[src/rtl/ro_entropy_packer.sv]
// Ring-oscillator entropy packer: XOR-tree fold, decimation, repetition-count
// health test, optional von Neumann debias, and word packing with valid/ready.
module ro_entropy_packer #(
    parameter int NUM_RO     = 8,
    parameter int WORD_WIDTH = 32,
    parameter int SAMPLE_DIV = 4,
    parameter int REP_LIMIT  = 32
) (
    input  logic                  clock,
    input  logic                  reset,
    input  logic                  enable,
    input  logic                  mode,
    input  logic [NUM_RO-1:0]     ro_bits,
    output logic [WORD_WIDTH-1:0] word_out,
    output logic                  word_valid,
    input  logic                  word_ready,
    output logic                  health_fail
);

    localparam int TREE_N = 2 * NUM_RO - 1;
    localparam int CNT_W  = (SAMPLE_DIV > 1) ? $clog2(SAMPLE_DIV) : 1;
    localparam int RUN_W  = $clog2(REP_LIMIT + 1);
    localparam int NB_W   = $clog2(WORD_WIDTH + 1);

    localparam logic [CNT_W-1:0] CNT_LAST = CNT_W'(SAMPLE_DIV - 1);
    localparam logic [RUN_W-1:0] RUN_MAX  = RUN_W'(REP_LIMIT);
    localparam logic [NB_W-1:0]  NB_FULL  = NB_W'(WORD_WIDTH);

    logic [TREE_N-1:0]     tree_q, tree_d;
    logic [CNT_W-1:0]      cnt_q, cnt_d;
    logic [RUN_W-1:0]      run_q, run_d;
    logic                  last_q, last_d;
    logic                  fail_q, fail_d;
    logic                  phase_q, phase_d;
    logic                  pair_a_q, pair_a_d;
    logic                  mode_q, mode_d;
    logic [WORD_WIDTH-1:0] acc_q, acc_d;
    logic [WORD_WIDTH-1:0] word_q, word_d;
    logic [NB_W-1:0]       nbits_q, nbits_d;
    logic                  valid_q, valid_d;

    logic sample;
    logic strobe;
    logic healthy;
    logic phase_eff;
    logic bit_vld;
    logic bit_val;
    logic xfer;

    // Heap-ordered tree: leaves capture ro_bits, each inner node is one
    // registered XOR of its children, so the root lags the leaves by log2 levels.
    always_comb begin
        tree_d = tree_q;
        tree_d[TREE_N-1 -: NUM_RO] = ro_bits;
        for (int i = 0; i < NUM_RO - 1; i++) begin
            tree_d[i] = tree_q[2*i+1] ^ tree_q[2*i+2];
        end
    end

    assign sample      = tree_q[0];
    assign word_valid  = valid_q && !fail_q;
    assign word_out    = word_q;
    assign health_fail = fail_q;
    assign xfer        = word_valid && word_ready;

    always_comb begin
        strobe  = enable && (cnt_q == CNT_LAST);
        cnt_d   = (!enable || strobe) ? '0 : cnt_q + CNT_W'(1);
        run_d   = run_q;
        last_d  = last_q;
        fail_d  = fail_q;
        healthy = 1'b0;
        if (strobe && !fail_q) begin
            if (run_q == '0 || sample != last_q) begin
                run_d = RUN_W'(1);
            end else begin
                run_d = run_q + RUN_W'(1);
            end
            last_d = sample;
            if (run_d == RUN_MAX) begin
                fail_d = 1'b1;
            end else begin
                healthy = 1'b1;
            end
        end
    end

    // A mode change this cycle discards any half-collected pair.
    always_comb begin
        mode_d    = mode;
        phase_eff = phase_q && (mode == mode_q);
        phase_d   = enable ? phase_eff : 1'b0;
        pair_a_d  = pair_a_q;
        bit_vld   = 1'b0;
        bit_val   = sample;
        if (healthy) begin
            if (!mode) begin
                bit_vld = 1'b1;
            end else if (!phase_eff) begin
                phase_d  = 1'b1;
                pair_a_d = sample;
            end else begin
                phase_d = 1'b0;
                bit_vld = (sample != pair_a_q);
                bit_val = pair_a_q;
            end
        end
    end

    always_comb begin
        acc_d   = acc_q;
        nbits_d = nbits_q;
        word_d  = word_q;
        valid_d = valid_q && !xfer;
        if (fail_q) begin
            acc_d   = '0;
            nbits_d = '0;
            valid_d = 1'b0;
        end else begin
            if (bit_vld && nbits_q != NB_FULL) begin
                acc_d   = {acc_q[WORD_WIDTH-2:0], bit_val};
                nbits_d = nbits_q + NB_W'(1);
            end
            if (nbits_d == NB_FULL && (!valid_q || xfer)) begin
                word_d  = acc_d;
                valid_d = 1'b1;
                nbits_d = '0;
                acc_d   = '0;
            end
        end
    end

    always_ff @(posedge clock) begin
        if (reset) begin
            tree_q   <= '0;
            cnt_q    <= '0;
            run_q    <= '0;
            last_q   <= 1'b0;
            fail_q   <= 1'b0;
            phase_q  <= 1'b0;
            pair_a_q <= 1'b0;
            mode_q   <= 1'b0;
            acc_q    <= '0;
            word_q   <= '0;
            nbits_q  <= '0;
            valid_q  <= 1'b0;
        end else begin
            tree_q   <= tree_d;
            cnt_q    <= cnt_d;
            run_q    <= run_d;
            last_q   <= last_d;
            fail_q   <= fail_d;
            phase_q  <= phase_d;
            pair_a_q <= pair_a_d;
            mode_q   <= mode_d;
            acc_q    <= acc_d;
            word_q   <= word_d;
            nbits_q  <= nbits_d;
            valid_q  <= valid_d;
        end
    end

endmodule

[config.mk]
export PLATFORM = sky130hd
export DESIGN_NAME = ro_entropy_packer
export DESIGN_NICKNAME = d
export VERILOG_FILES = /design/src/rtl/ro_entropy_packer.sv
export SDC_FILE = /design/constraint.sdc
export NUM_CORES = 1
export LEC_CHECK = 0
export ABC_CLOCK_PERIOD_IN_PS = 7350
export BUFFER_PORTS_ARGS = -buffer_cell sky130_fd_sc_hd__buf_2
export CORE_MARGIN = 8
export CORE_UTILIZATION = 50
export CTS_CLUSTER_DIAMETER = 80
export CTS_CLUSTER_SIZE = 40
export DETAILED_ROUTE_END_ITERATION = 8
export PLACE_DENSITY = 0.7
export SLEW_MARGIN = 25
export SYNTH_ARGS = -nofsm -noshare
export SYNTH_HDL_FRONTEND = slang
export SYNTH_SLANG_ARGS = --single-unit
[constraint.sdc]
create_clock -name clock -period 7.35 [get_ports clock]
set_clock_uncertainty 0.2 [all_clocks]
set_input_delay 0.3675 -clock clock [delete_from_list [all_inputs] [get_ports clock]]
set_output_delay 0.3675 -clock clock [all_outputs]
set_load 0.01 [all_outputs]
==> results.cfg, run 1 <==
[status]
status = finished clean

[pwr]
pwr-share-seq = 0.608
power_per_cell_area_nw_per_um2 = 202
clkPwrFrac = 0.362
switchingPower_mw = 0.216
combPwrFrac = 0.030
ir_worst_vdd_mv = 0.128
switching_share = 0.239
power.internal_mw = 0.685
p_leak_nw = 1.60

[layout]
final_common_cell = dfxtp_1
nets = 455
final_cell_mix = dfxtp_1, nor2_1, buf_2
n_fill_cell = 732
diodes = 0
drive_above_1_share = 0.210
syn2layout_area_growth_pct = 9.49
finalInstanceArea_sq_um = 4450

[route]
drt.antenna.violating_nets = 0
wl_um = 7810
drc_errors = 0
via_per_inst = 5.46
drt-initial-drc-count = 161
drtPass1Iterations = 4
vias = 2988
wl_per_cell_um = 14.3

[place]
hpwl_um = 5120
place_area_sq_um = 4250
io_buffer_count = 46
globalplace.congestion = 0.855

[clocking]
cts_root_buf = clkbuf_8
clockBufferDepth = 2
clk_pin_slew_ns = 0.10
cts_buffers = 9
cts_setup_buffers = 0
clk_latency_ns = 0.36
htreeDepth = 3
clkSinkCount = 99
cts_tree = built

[timing]
tns_ns = 0
clock.fmax_ghz = 0.290
setup_viol = 0
timing.final.crit_share = 0.469
tightest_slew_ns = 1.01
rsz0062_at_grt = false
hold_violations = 0
slew_headroom = 0.323
period_needed_ns = 3.45
finalMaxSlewViolations = 0

[worst_setup_path]
cpPeakStageDelay_ns = 0.65
startpoint_type = flop
cpMostUsedCell = a2111oi_4
crit_family = compound AO/OA/AOI/OAI gates
cp.required_ns = 7.39
cp-end-kind = flop
path_cells = inv_1 -> ha_1 -> nor2b_1 -> a2111oi_4 -> o221ai_2 -> a2111oi_4 -> o22a_2 -> a31o_4 -> nor2_1
cp_data_arrival_time_ns = 3.49
critPathMaxFanout = 34
critPathKind = flop to flop
path_buf_inv = 1
critPathSlowestCell = o22a_2

[floorplan]
die-width_um = 106
fp.dieH_um = 106
ios = 47
initial_core_util = 0.504
core_area_sq_um = 8050
dieArea_sq_um = 11300
fp-row-count = 33

[yosys]
synth.distinct_cells = 48
synth-edff-count = 0
yosysSeqAreaShare = 0.488
async_flop_share = 0
ys_warn_count = 0
syn_nets = 424
synth-main-ff-cell = dfxtp_1
synthCells = 406
ys_ff_latch = 99
syn_area_sq_um = 4060
avgSynthCellArea_sq_um = 10.0

[global_routing]
grt_pass1_vias = 2959
grt_first_pass_wirelength_um = 13000
grt_usage = 0.139
grt_remaining_overflow = 0
grt_max_degree = 62
antenna_found_initial = 0

[hold_path]
hp-class = primary input to flop

[flow_run]
cap_violations = 0
-- power by group through the flow --
stage                     Clock [mW]  Sequential, mW  Combinational [mW]
after floorplan                    0           0.558              0.0237
after global placement             0           0.559              0.0265
after detailed placement           0           0.559              0.0273
after CTS                      0.334           0.547              0.0277
after global routing           0.357           0.548              0.0308
final                          0.326           0.547              0.0273
-- stage by stage --
stage	hold slack, ns	setup WS [ns]	utilization	total power [mW]	cells
floorplan	0.207	4.67	-	0.582	406
global route	0.0156	3.72	0.552	0.935	547
detailed placement	0.224	3.94	0.528	0.587	530
CTS	0.00358	3.93	0.552	0.908	547
global placement	0.215	3.64	0.528	0.585	530
finish	0.0127	3.90	0.552	0.900	547
-- path summary, 6_finish.rpt --
kind	cells past startpoint	endpoint	startpoint	slack, ns
worst min-delay path	2	tree_q[9]$_SDFF_PP0_	ro_bits[2]	0.01
worst min register to register	1	cnt_q[0]$_SDFF_PP0_	cnt_q[0]$_SDFF_PP0_	0.24
worst max-delay path	9	acc_q[23]$_SDFF_PP0_	run_q[0]$_SDFFE_PP0P_	3.90
worst max register to register	9	acc_q[23]$_SDFF_PP0_	run_q[0]$_SDFFE_PP0P_	3.90
-- cells in the mapped netlist (3+ instances only) --
master     n  area (sq um)
a211oi_2  15           188
nor3_1     4          20.0
a31oi_1    4          25.0
or3_1      3          18.8
buf_4      4          30.0
dfxtp_1   99          1980
nor2b_1   13          81.3
buf_2      7          35.0
nand2_1   15          56.3
a21oi_1   41           205
nor2_1    55           206
nand3_1    8          40.0
inv_1      5          18.8
mux2i_1   32           320
ha_1       5          62.6
a211oi_1  18           135
and3_1     4          25.0
buf_6      7          78.8
xnor2_1   12           105
nand4_1    3          18.8
and2_1     5          31.3
xor2_1     3          26.3
clkbuf_1   9          33.8
o21ai_0    6          30.0
-- kinds of logic after synthesis --
kind of cell	after synthesis	share of synthesized area
simple gates	123	0.148
flops	99	0.488
compound gates	98	0.185
buf+inv	34	0.0514
mux	32	0.0789
xor+xnor	15	0.0323
fa+ha+maj	5	0.0154
-- sequential cells by signal (all words and copies together) (netlist names) --
signal	cells
acc_q	32
word_out	32
tree_q	15
nbits_q	6
run_q	6
cnt_q	2
health_fail	1
last_q	1
mode_q	1
pair_a_q	1
phase_q	1
valid_q	1
-- layer usage --
| metal | share of wire | wire length (um) | vias up | global-route usage |
|---|---|---|---|---|
| met5 | 0 | 0 | - | 0 |
| met4 | 0.018 | 144 | 0 | 0.0603 |
| met3 | 0.040 | 310 | 14 | 0.0321 |
| met2 | 0.48 | 3730 | 50 | 0.238 |
| met1 | 0.46 | 3620 | 1424 | 0.162 |
| li1 | - | - | 1500 | - |
-- timing repair --
action,4_1_cts,5_1_grt
resized for setup,0,0
endpoints found under the hold margin,1,0
hold buffers,1,0
-- area by class of cell --
class	instances	area, sq um	area share
Sequential cell	99	1980	0.446
Multi-Input combinational cell	273	1880	0.422
Timing Repair Buffer	49	255	0.0574
Tap cell	105	131	0.0295
Clock buffer	9	124	0.0279
Clock inverter	7	58.8	0.0132
Inverter	5	18.8	0.00422
No activity file was read; power rests on OpenSTA's default activity.
==> inputs of run 2 (changes only) <==
Settings changed: ABC_CLOCK_PERIOD_IN_PS 7350 to 3400.
Clock period 7.35 ns to 3.4 ns, I/O delays scaled along.
==> results.cfg, run 2 (synthesis gave the netlist of run 1 again) <==
[pwr]
power_per_cell_area_nw_per_um2 = 424
combPwrFrac = 0.035
pwr-share-seq = 0.604
p_leak_nw = 1.67
switching_share = 0.241
clkPwrFrac = 0.361
power.internal_mw = 1.49
switchingPower_mw = 0.471
ir_worst_vdd_mv = 0.185

[route]
wl_um = 8120
drtPass1Iterations = 4
via_per_inst = 5.40
drt.antenna.violating_nets = 0
drc_errors = 0
drt-initial-drc-count = 94
vias = 3046
wl_per_cell_um = 14.4

[floorplan]
fp-row-count = 33
die-width_um = 106
core_area_sq_um = 8050
fp.dieH_um = 106
dieArea_sq_um = 11300
initial_core_util = 0.504
ios = 47

[layout]
final_common_cell = dfxtp_1
drive_above_1_share = 0.211
finalInstanceArea_sq_um = 4610
syn2layout_area_growth_pct = 13.6
nets = 472
diodes = 0
final_cell_mix = dfxtp_1, nor2_1, buf_2
n_fill_cell = 729

[status]
status = finished clean

[worst_setup_path]
cp-end-kind = flop
critPathMaxFanout = 17
critPathKind = flop to flop
cpMostUsedCell = a2111oi_4
path_buf_inv = 2
cp.required_ns = 3.47
critPathSlowestCell = dfxtp_1
crit_family = compound AO/OA/AOI/OAI gates
cpPeakStageDelay_ns = 0.40
path_cells = inv_1 -> ha_1 -> nor2b_1 -> a2111oi_4 -> o221ai_2 -> a2111oi_4 -> o22a_1 -> buf_4 -> a21oi_1 -> a211oi_1
cp_data_arrival_time_ns = 2.99
startpoint_type = flop

[flow_run]
cap_violations = 0

[timing]
holdWs_ns = 0.0151
tns_ns = 0
timing.final.crit_share = 0.858
period_needed_ns = 2.92
rsz0062_at_grt = false
slew_headroom = 0.541
clock.fmax_ghz = 0.343
setup_viol = 0
tightest_slew_ns = 0.689
worst_slack_ns = 0.484
hold_violations = 0
finalMaxSlewViolations = 0

[place]
post-place-ws_ns = 0.498
hpwl_um = 5330
place_area_sq_um = 4320
io_buffer_count = 46
globalplace.congestion = 0.867

[clocking]
cts_root_buf = clkbuf_8
clk_latency_ns = 0.35
clk_pin_slew_ns = 0.10
cts_buffers = 9
cts_tree = built
clkSinkCount = 99
htreeDepth = 3
clockBufferDepth = 2
cts-resized-gates = 0

[global_routing]
grt_first_pass_wirelength_um = 13900
antenna_found_initial = 0
grt_max_degree = 61
grt_remaining_overflow = 0
grt_usage = 0.148
grt_pass1_vias = 3010

[hold_path]
hp-class = primary input to flop
## run 2: path summary, 6_finish.rpt
kind	start	end	slack, ns	cells after the start
setup reg to reg	run_q[0]$_SDFFE_PP0P_	word_out[18]$_SDFFE_PP0P_	0.48	10
hold / removal	word_ready	valid_q$_SDFF_PP0_	0.02	3
setup / recovery	run_q[0]$_SDFFE_PP0P_	word_out[18]$_SDFFE_PP0P_	0.48	10
hold reg to reg	cnt_q[0]$_SDFF_PP0_	cnt_q[0]$_SDFF_PP0_	0.24	1
## run 2: worst min-delay path, cell delays in order
cell      delay, ns
buf_2          0.07
nand2b_1       0.20
a21oi_1        0.09
## run 2: per-layer routing
metal	share of wire	routed length, um	GRT usage	up-vias
li1	-	-	-	1531
met1	0.48	3860	0.185	1445
met2	0.47	3800	0.242	58
met3	0.040	327	0.0302	12
met4	0.016	132	0.0643	0
met5	0	0	0	-
## run 2: power by group through the flow
stage               Clock (mW)  Combinational [mW]  Sequential [mW]
floorplan                    0              0.0513             1.21
global placement             0              0.0575             1.21
detailed placement           0              0.0595             1.21
CTS                      0.728              0.0692             1.18
global route             0.774              0.0770             1.18
finish                   0.707              0.0682             1.18
## run 2: area by class of cell
class / instances / area (sq um) / area share
clock buffers: 10 / 128 / 0.0277
clock inverters: 6 / 58.8 / 0.0127
inverters: 5 / 18.8 / 0.00407
multi-input cells: 273 / 1870 / 0.406
flip-flops and latches: 99 / 1980 / 0.430
well taps: 105 / 131 / 0.0285
repair buffers: 66 / 420 / 0.0911
## run 2: through the flow
stage | cells | utilization | total power, mW
final | 564 | 0.573 | 1.96
after global routing | 564 | 0.573 | 2.03
after CTS | 564 | 0.573 | 1.98
after detailed placement | 537 | 0.536 | 1.27
after global placement | 537 | 0.536 | 1.27
after floorplan | 406 | - | 1.26
## run 2: what timing repair did
item                       in CTS  in global routing
setup endpoints to repair       0                  0
hold buffers                   11                  0
buffers inserted                0                  0
hold endpoints to repair       18                  0
==> inputs of run 3 (changes only) <==
Settings changed: BUFFER_PORTS_ARGS -buffer_cell sky130_fd_sc_hd__buf_2 to -buffer_cell sky130_fd_sc_hd__buf_4.
==> results.cfg, run 3 (synthesis gave the netlist of run 1 again) <==
[status]
status = finished clean

[timing]
holdWs_ns = 0.0175
period_needed_ns = 3.04
hold_violations = 0
finalMaxSlewViolations = 0
slew_headroom = 0.529
setup_viol = 0
tns_ns = 0
tightest_slew_ns = 0.706
clock.fmax_ghz = 0.328
timing.final.crit_share = 0.895
rsz0062_at_grt = false

[floorplan]
core_area_sq_um = 8050
die-width_um = 106
ios = 47
fp-row-count = 33
dieArea_sq_um = 11300
fp.dieH_um = 106
initial_core_util = 0.504

[global_routing]
grt_max_degree = 61
grt_first_pass_wirelength_um = 14000
grt_usage = 0.149
antenna_found_initial = 0
grt_remaining_overflow = 0
grt_pass1_vias = 3036

[layout]
nets = 471
n_fill_cell = 737
final_common_cell = dfxtp_1
fin_cells = 563
final_cell_mix = dfxtp_1, nor2_1, buf_4
regArea_sq_um = 1980
drive_above_1_share = 0.210
diodes = 0
syn2layout_area_growth_pct = 15.8
multi_input_area_sq_um = 1870

[worst_setup_path]
critPathMaxFanout = 17
startpoint_type = flop
critPathKind = flop to flop
cp.required_ns = 3.47
cp_data_arrival_time_ns = 3.11
cp-end-kind = flop

[clocking]
clk_pin_slew_ns = 0.10
cts_setup_buffers = 0
cts_root_buf = clkbuf_8
cts_buffers = 9
clk_latency_ns = 0.37
cts_tree = built
clockBufferDepth = 2
htreeDepth = 3
clkSinkCount = 99

[pwr]
pwr-share-seq = 0.601
power.internal_mw = 1.49
p_leak_nw = 1.67
combPwrFrac = 0.037
ir_worst_vdd_mv = 0.258
switching_share = 0.241
power_per_cell_area_nw_per_um2 = 418
switchingPower_mw = 0.474
clkPwrFrac = 0.362

[route]
drtPass1Iterations = 4
via_per_inst = 5.34
vias = 3006
drt-initial-drc-count = 118
wl_um = 8170
drc_errors = 0
drt.antenna.violating_nets = 0
wl_per_cell_um = 14.5

[flow_run]
cap_violations = 0

[place]
globalplace.congestion = 0.884
io_buffer_count = 46
hpwl_um = 5520
placed_cells = 536

[hold_path]
hp-class = primary input to flop
[run 3: cell types whose count changed in the layout (fill, tap and decap cells not counted), sizes merged]
cell,before,now
inv,7,9
buf,55,54
clkinv,3,2
clkinvlp,1,0
[run 3: path summary, 6_finish.rpt]
path                         startpoint                        end  slack, ns  cells past startpoint
hold / removal               word_ready         valid_q$_SDFF_PP0_       0.02                      3
setup / recovery  run_q[0]$_SDFFE_PP0P_  word_out[24]$_SDFFE_PP0P_       0.36                     10
setup reg to reg  run_q[0]$_SDFFE_PP0P_  word_out[24]$_SDFFE_PP0P_       0.36                     10
hold reg to reg     cnt_q[0]$_SDFF_PP0_        cnt_q[0]$_SDFF_PP0_       0.25                      1
[run 3: repair_timing]
action | 4_1_cts | 5_1_grt
hold buffers | 11 | 0
hold endpoints to repair | 18 | 0
gates resized for setup | 0 | 0
[run 3: cell type report]
type | instances | area share
clock buffer | 10 | 0.0271
timing repair buffer | 65 | 0.110
multi-input combinational | 273 | 0.398
tap | 105 | 0.0279
clock inverter | 6 | 0.0117
inverter | 5 | 0.00399
sequential | 99 | 0.421
[run 3: metrics by stage]
step	utilization	power, mW	setup slack [ns]	cell area (sq um)
finish	0.584	1.97	0.356	4700
floorplan	-	1.26	0.722	4060
detailed placement	0.548	1.27	0.400	4410
CTS	0.584	1.98	0.377	4700
global route	0.584	2.04	0.145	4700
global placement	0.548	1.27	0.530	4410
[run 3: metal layers]
layer	global-route usage	up-vias	share of wire
li1	-	1520	-
met1	0.177	1427	0.45
met2	0.257	49	0.49
met3	0.0387	10	0.044
met4	0.0482	0	0.013
met5	0	-	0
[run 3: worst max-delay path, cell delays in order, from the launching register on]
cell       delay (ns)
dfxtp_1          0.40
inv_1            0.11
ha_1             0.20
nor2b_1          0.16
a2111oi_4        0.39
o221ai_2         0.24
a2111oi_4        0.36
o22a_1           0.28
buf_4            0.27
a21oi_1          0.10
a211oi_1         0.22
[run 3: power by group through the flow]
stage                     logic (mW)  clock network, mW  registers, mW
after floorplan               0.0513                  0           1.21
after global placement        0.0616                  0           1.21
after detailed placement      0.0631                  0           1.21
after CTS                     0.0734              0.726           1.18
after global routing          0.0811              0.770           1.18
final                         0.0731              0.711           1.18
